`src/rtl/l2_arb_pkg.sv`:
```
// Shared types and the round-robin search helper for the L2 private-bank arbiter.
// The helper works on a fixed-width request vector so any master count up to MAX_MASTERS fits.
package l2_arb_pkg;

  localparam int unsigned MAX_MASTERS = 32;
  localparam int unsigned IDX_W       = 5;

  typedef struct packed {
    logic             found;
    logic [IDX_W-1:0] idx;
  } rr_pick_t;

  // First requester at or above ptr, wrapping modulo n; only the low n bits of req are looked at.
  function automatic rr_pick_t rr_pick(input logic [MAX_MASTERS-1:0] req,
                                       input logic [IDX_W-1:0]       ptr,
                                       input int unsigned            n);
    rr_pick_t    res;
    int unsigned pos;
    res = '0;
    for (int unsigned k = 0; k < MAX_MASTERS; k++) begin
      pos = 32'(ptr) + k;
      if (pos >= n) pos = pos - n;
      if ((k < n) && !res.found && req[pos[IDX_W-1:0]]) begin
        res.found = 1'b1;
        res.idx   = pos[IDX_W-1:0];
      end
    end
    return res;
  endfunction

endpackage

```
`src/rtl/l2_arb_id_fifo.sv`:
```
// Small FIFO of master indices, one entry per granted request still waiting for its response.
// Head is read combinationally so a response can be routed in the cycle it arrives.
module l2_arb_id_fifo
  import l2_arb_pkg::*;
#(
  parameter int unsigned WIDTH = 2,
  parameter int unsigned DEPTH = 2,
  localparam int unsigned PTR_W = (DEPTH > 1) ? $clog2(DEPTH) : 1,
  localparam int unsigned CNT_W = $clog2(DEPTH) + 1
) (
  input  logic             clk_i,
  input  logic             rst_ni,
  input  logic             push_i,
  input  logic [WIDTH-1:0] data_i,
  input  logic             pop_i,
  output logic [WIDTH-1:0] head_o,
  output logic [CNT_W-1:0] count_o,
  output logic             full_o,
  output logic             empty_o
);

  logic [WIDTH-1:0] mem_reg [DEPTH];
  logic [PTR_W-1:0] wr_ptr_reg, wr_ptr_next;
  logic [PTR_W-1:0] rd_ptr_reg, rd_ptr_next;
  logic [CNT_W-1:0] count_reg, count_next;

  always_comb begin
    wr_ptr_next = wr_ptr_reg;
    rd_ptr_next = rd_ptr_reg;
    count_next  = count_reg;
    if (push_i) wr_ptr_next = (wr_ptr_reg == PTR_W'(DEPTH - 1)) ? '0 : wr_ptr_reg + 1'b1;
    if (pop_i)  rd_ptr_next = (rd_ptr_reg == PTR_W'(DEPTH - 1)) ? '0 : rd_ptr_reg + 1'b1;
    case ({push_i, pop_i})
      2'b10:   count_next = count_reg + 1'b1;
      2'b01:   count_next = count_reg - 1'b1;
      default: count_next = count_reg;
    endcase
  end

  always_ff @(posedge clk_i or negedge rst_ni) begin
    if (!rst_ni) begin
      wr_ptr_reg <= '0;
      rd_ptr_reg <= '0;
      count_reg  <= '0;
    end else begin
      wr_ptr_reg <= wr_ptr_next;
      rd_ptr_reg <= rd_ptr_next;
      count_reg  <= count_next;
    end
  end

  // Payload needs no reset: count gates every read of it.
  always_ff @(posedge clk_i) begin
    if (push_i) mem_reg[wr_ptr_reg] <= data_i;
  end

  assign head_o  = mem_reg[rd_ptr_reg];
  assign count_o = count_reg;
  assign full_o  = (count_reg == CNT_W'(DEPTH));
  assign empty_o = (count_reg == '0);

endmodule

```
`src/rtl/l2_pri_bank_arbiter.sv`:
```
// Round-robin merge of NB_MASTERS TCDM ports onto one L2 private-bank port; responses are
// routed back to the issuing master through an ID FIFO so bank latency above one cycle is tolerated.
module l2_pri_bank_arbiter
  import l2_arb_pkg::*;
#(
  parameter int unsigned NB_MASTERS = 3,
  parameter int unsigned ADDR_WIDTH = 32,
  parameter int unsigned DATA_WIDTH = 32,
  parameter int unsigned RESP_DEPTH = 2
) (
  input  logic                             clk_i,
  input  logic                             rst_ni,
  input  logic [NB_MASTERS-1:0]            m_req_i,
  input  logic [NB_MASTERS*ADDR_WIDTH-1:0] m_add_i,
  input  logic [NB_MASTERS-1:0]            m_wen_i,
  input  logic [NB_MASTERS*DATA_WIDTH-1:0] m_wdata_i,
  input  logic [NB_MASTERS*DATA_WIDTH/8-1:0] m_be_i,
  output logic [NB_MASTERS-1:0]            m_gnt_o,
  output logic [NB_MASTERS-1:0]            m_r_valid_o,
  output logic [DATA_WIDTH-1:0]            m_r_rdata_o,
  output logic                             m_r_opc_o,
  output logic                             s_req_o,
  output logic [ADDR_WIDTH-1:0]            s_add_o,
  output logic                             s_wen_o,
  output logic [DATA_WIDTH-1:0]            s_wdata_o,
  output logic [DATA_WIDTH/8-1:0]          s_be_o,
  input  logic                             s_gnt_i,
  input  logic                             s_r_valid_i,
  input  logic [DATA_WIDTH-1:0]            s_r_rdata_i,
  input  logic                             s_r_opc_i,
  output logic                             err_o
);

  localparam int unsigned RR_W  = (NB_MASTERS > 1) ? $clog2(NB_MASTERS) : 1;
  localparam int unsigned CNT_W = $clog2(RESP_DEPTH) + 1;
  localparam int unsigned BE_W  = DATA_WIDTH / 8;

  logic [RR_W-1:0]        rr_reg, rr_next;
  logic                   err_reg, err_next;
  logic [MAX_MASTERS-1:0] req_ext;
  rr_pick_t               pick;
  logic [NB_MASTERS-1:0]  sel;
  logic [RR_W-1:0]        win_idx;
  logic                   can_issue;
  logic                   grant;
  logic                   pop;
  logic [RR_W-1:0]        fifo_head;
  logic [CNT_W-1:0]       fifo_count;
  logic                   fifo_full;
  logic                   fifo_empty;

  always_comb begin
    req_ext                 = '0;
    req_ext[NB_MASTERS-1:0] = m_req_i;
    pick                    = rr_pick(req_ext, IDX_W'(rr_reg), NB_MASTERS);
  end

  for (genvar gi = 0; gi < NB_MASTERS; gi++) begin : g_master
    assign sel[gi]         = pick.found && (pick.idx == IDX_W'(gi));
    assign m_gnt_o[gi]     = sel[gi] & grant;
    assign m_r_valid_o[gi] = pop && (fifo_head == RR_W'(gi));
  end

  // sel is one-hot or zero, so OR-ing the selected payloads is a plain mux with zero default.
  always_comb begin
    s_add_o   = '0;
    s_wen_o   = 1'b0;
    s_wdata_o = '0;
    s_be_o    = '0;
    win_idx   = '0;
    for (int i = 0; i < NB_MASTERS; i++) begin
      if (sel[i]) begin
        s_add_o   = s_add_o   | m_add_i[i*ADDR_WIDTH +: ADDR_WIDTH];
        s_wen_o   = s_wen_o   | m_wen_i[i];
        s_wdata_o = s_wdata_o | m_wdata_i[i*DATA_WIDTH +: DATA_WIDTH];
        s_be_o    = s_be_o    | m_be_i[i*BE_W +: BE_W];
        win_idx   = win_idx   | RR_W'(i);
      end
    end
  end

  // A response in this cycle frees a slot, so a full FIFO can still accept the next grant.
  assign can_issue = (fifo_count < CNT_W'(RESP_DEPTH)) || s_r_valid_i;
  assign s_req_o   = (|m_req_i) && can_issue;
  assign grant     = s_req_o && s_gnt_i;
  assign pop       = s_r_valid_i && !fifo_empty;

  always_comb begin
    rr_next  = rr_reg;
    err_next = err_reg | (s_r_valid_i & fifo_empty);
    if (grant) rr_next = (win_idx == RR_W'(NB_MASTERS - 1)) ? '0 : win_idx + 1'b1;
  end

  always_ff @(posedge clk_i or negedge rst_ni) begin
    if (!rst_ni) begin
      rr_reg  <= '0;
      err_reg <= 1'b0;
    end else begin
      rr_reg  <= rr_next;
      err_reg <= err_next;
    end
  end

  l2_arb_id_fifo #(
    .WIDTH (RR_W),
    .DEPTH (RESP_DEPTH)
  ) u_id_fifo (
    .clk_i   (clk_i),
    .rst_ni  (rst_ni),
    .push_i  (grant && (!fifo_full || pop)),
    .data_i  (win_idx),
    .pop_i   (pop),
    .head_o  (fifo_head),
    .count_o (fifo_count),
    .full_o  (fifo_full),
    .empty_o (fifo_empty)
  );

  assign m_r_rdata_o = s_r_rdata_i;
  assign m_r_opc_o   = s_r_opc_i;
  assign err_o       = err_reg;

endmodule

```
`config.mk`:
```
export PLATFORM = sky130hd
export DESIGN_NAME = l2_pri_bank_arbiter
export DESIGN_NICKNAME = d
export VERILOG_FILES = /design/src/rtl/l2_arb_pkg.sv /design/src/rtl/l2_arb_id_fifo.sv /design/src/rtl/l2_pri_bank_arbiter.sv
export SDC_FILE = /design/constraint.sdc
export NUM_CORES = 1
export LEC_CHECK = 0
export CAP_MARGIN = 30
export CORE_AREA = 2 2 137 139
export DETAILED_ROUTE_END_ITERATION = 8
export DIE_AREA = 0 0 139 141
export GPL_ROUTABILITY_DRIVEN = 1
export SETUP_SLACK_MARGIN = 0.1
export SLEW_MARGIN = 20
export SYNTH_ARGS = -nofsm -noshare
export SYNTH_HDL_FRONTEND = slang
export SYNTH_SLANG_ARGS = --single-unit
```
`constraint.sdc`:
```
create_clock -name clk_i -period 2.5 [get_ports clk_i]
set_clock_uncertainty 0.2 [all_clocks]
set_input_delay 0.375 -clock clk_i [delete_from_list [all_inputs] [get_ports clk_i]]
set_output_delay 0.375 -clock clk_i [all_outputs]
set_load 0.01 [all_outputs]
```
==> metrics <==
status=finished, violations left; violated checks=setup timing; Die Wd=139 µm; Worst EP arrival=2.59 ns; CP peak stage delay=0.50 ns; Worst-path clk slew=0.04 ns; reg2reg end=u_id_fifo.mem_reg[1][1]; ys flop type=dfrtp_1; unrepaired setup endpoints after global routing=true; relative slew slack=76.3%; WS Path Type=reg2out; largest net degree at the start of global routing=21; Static Leak=0.00337 µW; synthesized area per cell=7.44 µm²; Reg area=297 µm²; Psw=3160 µW; Critical Path Fanout Max=6; clk_lat worst skew=0.23 ns; most common cell after layout, fill and taps aside=clkdlybuf4s50_1; Cell Count, Final, Fillers Out=992; clock sinks=11; Critical Path Sink Type=primary output; initial antenna violation count=1; worst r2r src=rr_reg[0]; synth unique cells=42; Port Buf Inserts=290; sequential share of power=5.2%; final core occ=40.3%; vias in the first global route=4400; first-pass GRT wire length=24.3 mm; Startpoint Class=register; routed vias/inst=4.30; Power Density=964 nW/µm²; #FFs+latches synth=11; Tot Pwr=7100 µW; Final WS setup=-0.661 ns; EDFF count, synth=4; placed insts=947; IO Count=357; DR WL/cell=17.1 µm; FILL cells=1849; Total Nets Final=1012; area of the multi-input gates=2360 µm²; P&R area growth vs syn=125%; worst endpoint required time=1.92 ns; Initial DRC Count=88; Hold Path Class=in2async; Worst R2R Setup Slack=-0.20 ns; number of flip-flops under the largest register name=4; MaxCap Viol Count=0; Vias=4261; combinational power share=90.8%; Internal=3930 µW; ordered cell list for the critical path=inv_2 -> ha_4 -> or4_4 -> o311ai_4 -> a32oi_4 -> clkbuf_16 -> buf_8 -> o221ai_2 -> buf_2; Gate Count Post-Synth=439; synthesized area=3270 µm²; hold buffers post-CTS=0; CP max stage cell=or4_4; Critical path buffers and inverters=4; Final min period=3.16 ns; remaining global-route overflow=0; DRC Markers=0; Clk pwr share=4.1%; Initial Util=17.9%; Crit path max-delay family=buffers and inverters; Die Area=19600 µm²; GRT Overall Usage=15.6%; site row count=50; H-tree depth=1; fraction of registers with async set/reset=63.6%; Hold Worst Slack=0.215 ns; Post-DRT Antenna Nets=0; final cycle utilization of the critical path=126%; switching share of power=44.6%; worst-margin pin slew=0.352 ns; Die Span Y=141 µm; final hold viol count=0; final WL=17.0 mm; YS warnings=0; fmax=316 MHz; CTS tree=built; Placement Setup Slack=-0.972 ns; Core Region=18300 µm²; share of post-route cells with drive strength above 1=37.6%; commonest non-fill, non-tap cells in the layout=211 x clkdlybuf4s50_1, 144 x inv_1, 61 x buf_2; 1st-pass router iterations=4; CTS buffer count=3; Root Buffer=clkbuf_16; peak supply drop=0.488 mV; final setup fails=77; max-slew violations=0; syn nets=693; Final Wtd Congestion=0.733; DPL Wire Length=11.6 mm; sequential element share of the synthesized area=9.04%; Worst Reg-to-Reg Cells=11; CTS Buffer Depth=2
cell usage after synthesis (2+ instances only):
cell type	count	area share, %
inv_1	148	17
o21ai_0	71	11
o221ai_2	68	31
buf_4	33	7.6
nor2_1	14	1.6
clkbuf_1	13	1.5
buf_2	12	1.8
buf_6	8	2.8
dfrtp_1	7	5.4
ha_1	7	2.7
nand2_1	6	0.69
a21oi_1	5	0.77
edfxtp_1	4	3.7
nand2b_1	4	0.77
nor3_1	4	0.61
xnor2_1	4	1.1
nor2b_1	3	0.57
a32o_1	2	0.61
mux2i_1	2	0.61
o21ai_1	2	0.31
power by group through the flow:
stage                     Combinational [µW]  Clock, µW  Sequential [µW]
after floorplan                         3140          0              323
after global placement                  5780          0              351
after detailed placement                5800          0              352
after CTS                               5870        296              355
after global routing                    6870        306              378
final                                   6440        290              366
stage by stage:
stage	TNS [ns]	instance area, µm²
finish	-45.66	7360
floorplan	-10.08	3470
global placement	-62.61	6670
CTS	-42.33	6940
detailed placement	-66.85	6670
global route	-51.75	7360
logic make-up after synthesis:
kind of cell / Yosys count / synth area share, %
AO/OA/AOI/OAI: 163 / 50.0
buffers and inverters: 215 / 30.8
multiplexers: 2 / 0.613
adder cells (fa/ha/maj): 7 / 2.68
flip-flops: 11 / 9.04
AND/OR/NAND/NOR: 36 / 5.52
XOR/XNOR: 5 / 1.34
worst max path at each step:
| stage | end | startpoint | slack [ns] | depth (start not counted) |
|---|---|---|---|---|
| after CTS | s_add_o[21] | rr_reg[1] | -0.69 | 12 |
| final | s_wdata_o[12] | rr_reg[1] | -0.66 | 9 |
| after floorplan | s_add_o[10] | rr_reg[0] | -0.15 | 8 |
| after global placement | s_add_o[1] | m_req_i[0] | -0.92 | 10 |
| after detailed placement | s_add_o[4] | m_req_i[2] | -0.97 | 9 |
| after global routing | s_wdata_o[18] | rr_reg[1] | -0.74 | 11 |
metal layers:
layer / share of wire, % / global-route usage, % / up-vias
met5: 0 / 0 / -
met4: 1.8 / 3.03 / 0
met3: 6.7 / 3.16 / 20
met2: 53 / 29.9 / 216
met1: 39 / 18.0 / 1926
li1: - / - / 2099
repair_timing:
| item | 4_1_cts | 5_1_grt |
|---|---|---|
| resized for setup | 354 | 74 |
| pin swaps | 6 | 15 |
| buffers inserted | 13 | 16 |
| gates cloned | 8 | 4 |
| setup endpoints to repair | 84 | 81 |
area by class of cell:
cell class                 instances  area share (%)
sequential                        11            4.03
inverter                         148            7.62
clock inverter                     1          0.0680
tap                              234            3.98
antenna                            1          0.0340
clock buffer                       3            1.02
multi-input combinational        213            32.1
timing repair buffer             381            51.1
Power figures use the tool's default switching activity.
